$ cat src/rtl/calc_result_display_if.sv
// Handshake/result bundle between the calculator datapath and the result display stage.
// The master drives the result strobe; the slave returns status and the scanned display lines.
interface calc_result_display_if;
    logic       load;
    logic [8:0] result;
    logic       err;
    logic       busy;
    logic       valid;
    logic [3:0] an;
    logic [6:0] seg;

    modport master (output load, output result, output err,
                    input busy, input valid, input an, input seg);
    modport slave  (input load, input result, input err,
                    output busy, output valid, output an, output seg);
endinterface

$ cat src/rtl/calc_result_display.sv
// Captures a signed 9-bit calculator result, converts its magnitude to BCD by double-dabble
// and scans it onto a 4-digit multiplexed 7-segment display (sign, hundreds, tens, units).
module calc_result_display #(
    parameter int REFRESH_DIV    = 50000,
    parameter bit SEG_ACTIVE_LOW = 1'b1
) (
    input logic                  clk,
    input logic                  reset,
    calc_result_display_if.slave bus
);
    localparam int CW = (REFRESH_DIV > 1) ? $clog2(REFRESH_DIV) : 1;

    localparam logic [3:0] SYM_MINUS = 4'd10;
    localparam logic [3:0] SYM_E     = 4'd11;
    localparam logic [3:0] SYM_R     = 4'd12;
    localparam logic [3:0] SYM_BLANK = 4'd15;

    typedef enum logic [1:0] {
        S_IDLE    = 2'd0,
        S_CONVERT = 2'd1,
        S_COMMIT  = 2'd2
    } state_t;

    state_t          state_r, state_s;
    logic            sign_r, err_r, valid_r;
    logic [8:0]      mag_r;
    logic [8:0]      mag_s;
    logic [11:0]     bcd_r;
    logic [3:0]      cnt_r;
    logic            disp_sign_r, disp_err_r;
    logic [3:0]      disp_d2_r, disp_d1_r, disp_d0_r;
    logic [CW-1:0]   refresh_r;
    logic [1:0]      digit_r;
    logic [3:0]      sym_s;

    // One double-dabble step: bias nibbles >= 5 by 3, then shift in the next magnitude bit.
    function automatic logic [11:0] dd_step(input logic [11:0] b, input logic in_bit);
        logic [11:0] a;
        a = b;
        for (int i = 0; i < 3; i++) begin
            if (a[4*i +: 4] >= 4'd5) a[4*i +: 4] = a[4*i +: 4] + 4'd3;
            else                     a[4*i +: 4] = a[4*i +: 4];
        end
        return {a[10:0], in_bit};
    endfunction

    // Active-low {g..a} pattern for a digit or display symbol.
    function automatic logic [6:0] seg_code(input logic [3:0] s);
        case (s)
            4'd0:    return 7'b1000000;
            4'd1:    return 7'b1111001;
            4'd2:    return 7'b0100100;
            4'd3:    return 7'b0110000;
            4'd4:    return 7'b0011001;
            4'd5:    return 7'b0010010;
            4'd6:    return 7'b0000010;
            4'd7:    return 7'b1111000;
            4'd8:    return 7'b0000000;
            4'd9:    return 7'b0010000;
            4'd10:   return 7'b0111111;
            4'd11:   return 7'b0000110;
            4'd12:   return 7'b0101111;
            default: return 7'b1111111;
        endcase
    endfunction

    // Negation in 9 bits maps -256 (9'h100) onto magnitude 256 without overflow.
    assign mag_s = bus.result[8] ? (9'd0 - bus.result) : bus.result;

    // Sequencer state register.
    always_ff @(posedge clk) begin
        if (reset) state_r <= S_IDLE;
        else       state_r <= state_s;
    end

    // Next-state logic; loads arriving outside IDLE are ignored.
    always_comb begin
        state_s = state_r;
        case (state_r)
            S_IDLE: begin
                if (bus.load) state_s = S_CONVERT;
                else          state_s = S_IDLE;
            end
            S_CONVERT: begin
                if (cnt_r == 4'd8) state_s = S_COMMIT;
                else               state_s = S_CONVERT;
            end
            S_COMMIT: state_s = S_IDLE;
            default:  state_s = S_IDLE;
        endcase
    end

    // Capture, conversion and atomic commit into the display registers.
    always_ff @(posedge clk) begin
        if (reset) begin
            sign_r      <= 1'b0;
            err_r       <= 1'b0;
            mag_r       <= 9'd0;
            bcd_r       <= 12'd0;
            cnt_r       <= 4'd0;
            valid_r     <= 1'b0;
            disp_sign_r <= 1'b0;
            disp_err_r  <= 1'b0;
            disp_d2_r   <= 4'd0;
            disp_d1_r   <= 4'd0;
            disp_d0_r   <= 4'd0;
        end else begin
            case (state_r)
                S_IDLE: begin
                    if (bus.load) begin
                        sign_r <= bus.result[8];
                        err_r  <= bus.err;
                        mag_r  <= mag_s;
                        bcd_r  <= 12'd0;
                        cnt_r  <= 4'd0;
                    end
                end
                S_CONVERT: begin
                    bcd_r <= dd_step(bcd_r, mag_r[8]);
                    mag_r <= {mag_r[7:0], 1'b0};
                    cnt_r <= cnt_r + 4'd1;
                end
                S_COMMIT: begin
                    disp_sign_r <= sign_r;
                    disp_err_r  <= err_r;
                    disp_d2_r   <= bcd_r[11:8];
                    disp_d1_r   <= bcd_r[7:4];
                    disp_d0_r   <= bcd_r[3:0];
                    valid_r     <= 1'b1;
                end
                default: ;
            endcase
        end
    end

    // Free-running digit scan, independent of the conversion sequencer.
    always_ff @(posedge clk) begin
        if (reset) begin
            refresh_r <= '0;
            digit_r   <= 2'd0;
        end else if (refresh_r == CW'(REFRESH_DIV - 1)) begin
            refresh_r <= '0;
            digit_r   <= digit_r + 2'd1;
        end else begin
            refresh_r <= refresh_r + CW'(1);
        end
    end

    // Symbol for the active digit, with error text and leading-zero blanking.
    always_comb begin
        sym_s = SYM_BLANK;
        if (disp_err_r) begin
            case (digit_r)
                2'd0:    sym_s = SYM_R;
                2'd1:    sym_s = SYM_R;
                2'd2:    sym_s = SYM_E;
                default: sym_s = SYM_BLANK;
            endcase
        end else begin
            case (digit_r)
                2'd0:    sym_s = disp_d0_r;
                2'd1:    sym_s = (disp_d2_r == 4'd0 && disp_d1_r == 4'd0) ? SYM_BLANK : disp_d1_r;
                2'd2:    sym_s = (disp_d2_r == 4'd0) ? SYM_BLANK : disp_d2_r;
                default: sym_s = disp_sign_r ? SYM_MINUS : SYM_BLANK;
            endcase
        end
    end

    assign bus.busy  = (state_r != S_IDLE);
    assign bus.valid = valid_r;
    assign bus.an    = ~(4'b0001 << digit_r);
    assign bus.seg   = SEG_ACTIVE_LOW ? seg_code(sym_s) : ~seg_code(sym_s);
endmodule

$ cat src/flat_wrapper.sv
// flat-port wrapper written by rule: the top's interface ports become plain ports
module calc_result_display_flat 
#(
    parameter int REFRESH_DIV    = 50000,
    parameter bit SEG_ACTIVE_LOW = 1'b1
)
  (clk, reset, bus_load, bus_result, bus_err, bus_busy, bus_valid, bus_an, bus_seg);
  calc_result_display_if bus_i ();
  input logic clk;
  input logic reset;
  input wire logic [$bits(bus_i.load)-1:0] bus_load;
  input wire logic [$bits(bus_i.result)-1:0] bus_result;
  input wire logic [$bits(bus_i.err)-1:0] bus_err;
  output wire logic [$bits(bus_i.busy)-1:0] bus_busy;
  output wire logic [$bits(bus_i.valid)-1:0] bus_valid;
  output wire logic [$bits(bus_i.an)-1:0] bus_an;
  output wire logic [$bits(bus_i.seg)-1:0] bus_seg;
  assign bus_i.load = bus_load;
  assign bus_i.result = bus_result;
  assign bus_i.err = bus_err;
  assign bus_busy = bus_i.busy;
  assign bus_valid = bus_i.valid;
  assign bus_an = bus_i.an;
  assign bus_seg = bus_i.seg;
  calc_result_display #(.REFRESH_DIV(REFRESH_DIV), .SEG_ACTIVE_LOW(SEG_ACTIVE_LOW)) u_core (.clk(clk), .reset(reset), .bus(bus_i));
endmodule
$ cat config.mk
export PLATFORM = sky130hd
export DESIGN_NAME = calc_result_display_flat
export DESIGN_NICKNAME = d
export VERILOG_FILES = /design/src/rtl/calc_result_display_if.sv /design/src/rtl/calc_result_display.sv /design/src/flat_wrapper.sv
export SDC_FILE = /design/constraint.sdc
export NUM_CORES = 1
export LEC_CHECK = 0
export ABC_AREA = 0
export CAP_MARGIN = 10
export CORE_UTILIZATION = 58
export CTS_BUF_LIST = sky130_fd_sc_hd__clkbuf_16
export CTS_CLUSTER_DIAMETER = 30
export DETAILED_ROUTE_END_ITERATION = 8
export GPL_TIMING_DRIVEN = 0
export PLACE_DENSITY = 0.83
export SLEW_MARGIN = 30
export SYNTH_ARGS = -nofsm -noshare
export SYNTH_HDL_FRONTEND = slang
export SYNTH_SLANG_ARGS = --single-unit
$ cat constraint.sdc
create_clock -name clk -period 2.82 [get_ports clk]
set_clock_uncertainty 0.05 [all_clocks]
set_input_delay 0.423 -clock clk [delete_from_list [all_inputs] [get_ports clk]]
set_output_delay 0.423 -clock clk [all_outputs]
set_load 0.05 [all_outputs]
==> flow_summary.yaml, run 1 <==
min_path:
  hold_depth: 1
  hold-path-endpoint: "u_core.refresh_r[0]"
  hp-start: "u_core.refresh_r[0]"
  hp-class: "register to register"
yosys:
  ys_seq_area_frac: 0.371
  synth-edff-count: 0
  ys_types: 51
  syn-num-nets: 454
  ys_warn_count: 0
  ys_ff_latch: 62
  async_flop_share: 0
  syn_inst: 420
  syn_area_sq_um: 3350
  syn_avg_cell_area_sq_um: 7.97
  synth_top_flop_cell: "dfxtp_1"
detailed_routing:
  wl_per_cell_um: 16.1
  drtIter0Drc: 197
  wirelength_um: 8730
  vias: 3160
  post-route-drc-count: 0
  ant_nets: 0
  firstDrtPassIters: 5
  viasPerCell: 5.83
setup_path:
  path_cells: "nor4_4 -> buf_4 -> nand3_1 -> nand4_1 -> o21ai_4 -> buf_4 -> ha_4 -> or2_4 -> a31oi_4 -> buf_6"
  critPathKind: "register to primary output"
  critical_path.top_delay_family: "simple AND/OR/NAND/NOR gates"
  crit_buf_inv: 3
  reg2reg_slack_ns: 0.90
  cpPeakStageDelay_ns: 0.37
  worstRegToRegCells: 8
  critical_path.max_fanout: 4
  arrival_ns: 2.57
  startpoint: "u_core.disp_d2_r[1]"
  r2r_start: "u_core.refresh_r[0]"
  cpMostUsedCell: "buf_4"
  crit_required_ns: 2.35
  slowest_stage: "dfxtp_4"
  rr_endpoint: "u_core.refresh_r[12]"
  critPathCaptureType: "primary output"
  start_kind: "register"
die:
  core_area_sq_um: 5540
  dieArea_sq_um: 6080
  die_h_um: 78.0
  fp.dieW_um: 78.0
  rows: 27
  io-pin-count: 26
  initial_utilization: 0.604
clock_network:
  cts_tree: "built"
  clkLatencyLatePin_ns: 0.33
  clk_pin_slew_ns: 0.05
  ctsHoldBuffers: 0
  cts_root_buf: "clkbuf_16"
  clk_path_buf_depth: 2
  cts_max_level: 3
  numCtsBuffers: 9
  clock_sinks: 62
final_layout:
  area_growth_pct: 30.1
  drive_above_1_share: 0.181
  num_antenna_cells: 0
  final_nets: 499
  layout_common_cells: "57 x nand2_1, 57 x dfxtp_1, 41 x a21oi_1, 40 x nor2_1, 22 x inv_1"
  nFillCells: 368
timing:
  fmax_mhz: 329
  slew_violations: 0
  tns_ns: -1.06
  holdWs_ns: 0.405
  fin_ws_ns: -0.218
  min_period_ns: 3.04
  hold_violations: 0
  rsz0062_at_grt: "true"
  slew_headroom: 0.647
  setup_violations: 6
  fin_crit_sh: 1.08
  tightest_slew_ns: 0.529
power:
  switchingPower_uw: 482
  peakVddDrop_uv: 433
  seq_power_share: 0.433
  clockPowerShare: 0.499
  p_leak_uw: 0.00159
  pwr_density_cell_nw_per_um2: 481
  p_comb_frac: 0.068
  p_int_uw: 1610
  finalPower_uw: 2090
  switching_share: 0.230
global_routing:
  grt_pass1_wl_um: 13700
  overflow: 0
  grt_pass1_vias: 3021
  grt_max_degree: 11
  grt_antenna_before_repair: 0
  grt.total_usage: 0.293
placed_design:
  place_congestion: 0.847
  port_buffers: 24
  dp_hpwl_um: 5130
flow_run:
  drv_cap: 0
outcome:
  violations: "setup timing"
  status: "complete, but fails checks"
how the worst max path moves through the flow:
stage,to,cells after the start
global route,bus_seg[4],10
global placement,bus_seg[4],10
finish,bus_seg[5],10
CTS,bus_seg[4],8
detailed placement,bus_seg[4],10
floorplan,bus_seg[4],9
metal layers:
layer	wire length (um)	track usage	up-vias
met5	0	0	-
met3	448	0.0741	30
li1	-	-	1535
met1	3450	0.318	1473
met4	303	0.174	0
met2	4530	0.511	122
cells by family (layout without fill, tap and decap cells):
kind of cell / after synthesis / after routing / share of synthesized area
adder cells (fa/ha/maj): 21 / 21 / 0.0785
multiplexers: 8 / 8 / 0.0243
buffers and inverters: 49 / 99 / 0.0617
AND/OR/NAND/NOR: 168 / 168 / 0.238
XOR/XNOR: 26 / 26 / 0.0680
flip-flops: 62 / 62 / 0.371
AO/OA/AOI/OAI: 86 / 86 / 0.158
Yosys cell counts, drive strengths merged, types with 2 or more instances:
cell,n,share of area
a211oi,2,0.0045
a21oi,44,0.067
a221oi,2,0.0052
a22oi,9,0.020
a31oi,3,0.0056
and2,2,0.0037
and3,3,0.0056
buf,8,0.015
clkbuf,15,0.017
dfxtp,62,0.37
ha,21,0.078
inv,26,0.029
mux2i,7,0.021
nand2,58,0.065
nand2b,6,0.011
nand3,20,0.030
nand4,6,0.011
nor2,41,0.047
nor2b,2,0.0037
nor3,16,0.024
nor4b,4,0.010
o21ai,13,0.019
o31ai,3,0.0067
o41ai,2,0.0097
or2,2,0.0037
or3,2,0.0037
xnor2,19,0.050
xor2,7,0.018
state kept, by name (all words and copies together) (netlist names):
register	flops
u_core.bus.valid	1
u_core.disp_err_r	1
u_core.disp_d1_r	4
u_core.mag_r	9
u_core.refresh_r	16
u_core.disp_sign_r	1
u_core.err_r	1
u_core.disp_d2_r	4
u_core.cnt_r	4
u_core.bcd_r	12
u_core.sign_r	1
u_core.disp_d0_r	4
u_core.digit_r	2
u_core.state_r	2
metrics by stage:
stage | cell area, sq um | cells | utilization | worst slack (ns)
after floorplan | 3410 | 420 | - | -0.0292
after global placement | 3740 | 516 | 0.675 | -0.632
after detailed placement | 3740 | 516 | 0.675 | -0.692
after CTS | 4300 | 540 | 0.776 | -0.104
after global routing | 4360 | 542 | 0.786 | -0.249
final | 4360 | 542 | 0.786 | -0.218
repair_timing:
action	CTS	global route
endpoints found under the setup margin	7	7
pin swaps	14	4
buffers inserted	10	2
gates resized for setup	93	10
power by group through the flow:
stage / Combinational (uW) / Sequential (uW) / Clock, uW
after floorplan: 89.3 / 923 / 0
after global placement: 134 / 926 / 0
after detailed placement: 139 / 928 / 0
after CTS: 141 / 907 / 1040
after global routing: 157 / 907 / 1090
final: 141 / 907 / 1050
layout make-up:
cell class / instances / area, sq um / area share
inverters: 26 / 106 / 0.0244
repair buffers: 36 / 339 / 0.0778
clock inverters: 7 / 57.6 / 0.0132
clock buffers: 9 / 225 / 0.0517
multi-input cells: 309 / 2180 / 0.501
plain buffers: 21 / 97.6 / 0.0224
flip-flops and latches: 62 / 1260 / 0.289
well taps: 72 / 90.1 / 0.0207
(Power assumes the default switching activity.)
==> run 2: changes to the inputs <==
Settings changed: CORE_ASPECT_RATIO from default to 1.4.
==> run 2 against run 1 <==
Effect of this change:
- the run still ends with setup timing left
- non-clock buffer count decreased by 1
- core utilization grew 0.28 points
- critical path depth is 2 lower
- sequential power about the same
- cell area about the same
- die area hardly changed
- final cell count shrank 0.92%
- sequential cell count unchanged
- worst hold slack lost 0.0033 ns
- setup slack gained 0.018 ns
- via count shrank 1.3%
- largest power group unchanged
- highest routed layer unchanged
==> flow_summary.yaml, run 2 (synthesis results as in run 1) <==
outcome:
  status: "complete, but fails checks"
  violations: "setup timing"
detailed_routing:
  ant_nets: 0
  wirelength_um: 8270
  vias: 3120
  viasPerCell: 5.81
  firstDrtPassIters: 4
  post-route-drc-count: 0
  wl_per_cell_um: 15.4
  drtIter0Drc: 103
power:
  clockPowerShare: 0.519
  seq_power_share: 0.417
  p_comb_frac: 0.064
  pwr_density_cell_nw_per_um2: 498
  switchingPower_uw: 469
  peakVddDrop_uv: 446
  switching_share: 0.216
  p_leak_uw: 0.00159
  p_int_uw: 1700
final_layout:
  stdcell_area_sq_um: 4360
  num_antenna_cells: 0
  regMostFlops: "u_core.refresh_r"
  seq_area_sq_um: 1260
  area_growth_pct: 30.2
  reg_top3: "u_core.refresh_r x16, u_core.bcd_r x12, u_core.mag_r x9"
  largest_register_ffs: 16
  layout_common_cells: "57 x nand2_1, 57 x dfxtp_1, 42 x a21oi_1, 40 x nor2_1, 21 x inv_1"
  multiInputGateArea_sq_um: 2180
  final_nets: 498
  nFillCells: 366
  finish.utilization: 0.789
  drive_above_1_share: 0.175
timing:
  min_period_ns: 3.02
  slew_violations: 0
  holdWs_ns: 0.401
  tightest_slew_ns: 0.539
  fin_ws_ns: -0.201
  slew_headroom: 0.641
  fin_crit_sh: 1.07
  setup_violations: 7
  hold_violations: 0
  rsz0062_at_grt: "true"
  fmax_mhz: 331
die:
  die_h_um: 91.9
  core_area_sq_um: 5530
  fp.dieW_um: 66.2
  rows: 32
  dieArea_sq_um: 6090
  initial_utilization: 0.606
  io-pin-count: 26
clock_network:
  cts_root_buf: "clkbuf_16"
  clk_pin_slew_ns: 0.05
  clkLatencyLatePin_ns: 0.33
  ctsHoldBuffers: 0
  numCtsBuffers: 9
  clk_path_buf_depth: 2
  cts_max_level: 3
  cts_tree: "built"
  clock_sinks: 62
global_routing:
  grtUsageMet1: 0.321
  use_met3: 0.0697
  grt_antenna_before_repair: 0
  globalRouteMet2Util: 0.537
  grt_pass1_wl_um: 14000
  grt_pass1_vias: 3113
  busiest_layer: "met2"
  overflow: 0
  grt_max_degree: 11
  grt.total_usage: 0.299
placed_design:
  port_buffers: 24
  dpl_cell_area_sq_um: 3740
  dp_hpwl_um: 5290
  place_congestion: 0.846
min_path:
  hold_depth: 1
  hp-class: "register to register"
  hold-path-endpoint: "u_core.refresh_r[0]"
  hp-start: "u_core.refresh_r[0]"
setup_path:
  arrival_ns: 2.55
  critPathKind: "register to primary output"
  critical_path.max_fanout: 5
  start_kind: "register"
  rr_endpoint: "u_core.refresh_r[15]"
  slowest_stage: "dfxtp_4"
  cpPeakStageDelay_ns: 0.35
  r2r_start: "u_core.refresh_r[0]"
  reg2reg_slack_ns: 0.97
  path_cells: "nor4_4 -> nand2_2 -> o41ai_4 -> o221ai_4 -> ha_2 -> mux2_4 -> mux2i_4 -> buf_6"
  critPathCaptureType: "primary output"
  worstRegToRegCells: 8
  crit_required_ns: 2.35
flow_run:
  drv_cap: 0
-- run 2: worst max-delay path: cells and delay by family, from the launching register on --
family | cells | cell delay (ns)
AOI/OAI and AO/OA | 2 | 0.57
adders and majority gates | 1 | 0.25
buffers and inverters | 1 | 0.18
DFF | 1 | 0.35
muxes | 2 | 0.43
and+or+nand+nor | 2 | 0.45
-- run 2: per-layer routing --
metal | part of all wire | wire length [um] | vias up
met4 | 0.030 | 245 | 0
li1 | - | - | 1531
met3 | 0.042 | 348 | 23
met2 | 0.54 | 4420 | 86
met1 | 0.39 | 3250 | 1480
met5 | 0 | 0 | -
-- run 2: layout make-up --
cell class                 count  share of cell area
multi-input combinational    309               0.499
clock buffer                   9              0.0516
inverter                      26              0.0244
buffer                        21              0.0224
timing repair buffer          35              0.0760
tap                           68              0.0195
sequential                    62               0.288
clock inverter                 7              0.0184
-- run 2: per-stage QoR --
step	TNS [ns]	setup slack [ns]	power [uW]	instances
4_1_cts	-0.451	-0.117	2170	536
5_1_grt	-1.45	-0.273	2230	537
2_1_floorplan	-0.0292	-0.0292	1010	420
3_5_place_dp	-4.32	-0.732	1060	512
3_3_place_gp	-3.88	-0.668	1060	512
6_report	-0.895	-0.201	2170	537
-- run 2: worst max path at each step --
stage	start	end	slack [ns]	depth (start not counted)
floorplan	u_core.digit_r[0]	bus_seg[4]	-0.03	9
global placement	u_core.digit_r[0]	bus_seg[4]	-0.67	10
finish	u_core.disp_d2_r[3]	bus_seg[4]	-0.20	8
detailed placement	u_core.digit_r[0]	bus_seg[4]	-0.73	10
global route	u_core.disp_d2_r[3]	bus_seg[4]	-0.27	8
CTS	u_core.disp_d2_r[3]	bus_seg[4]	-0.12	8
-- run 2: repair_timing --
action | CTS | global route
pin swaps | 14 | 2
setup buffers | 10 | 1
setup endpoints to repair | 7 | 7
gates resized for setup | 98 | 4
-- run 2: power by group through the flow --
stage               Clock, uW  Sequential, uW  Combinational [uW]
detailed placement          0             926                 137
floorplan                   0             923                89.3
global route             1170             908                 156
finish                   1130             906                 139
CTS                      1130             906                 139
global placement            0             926                 134
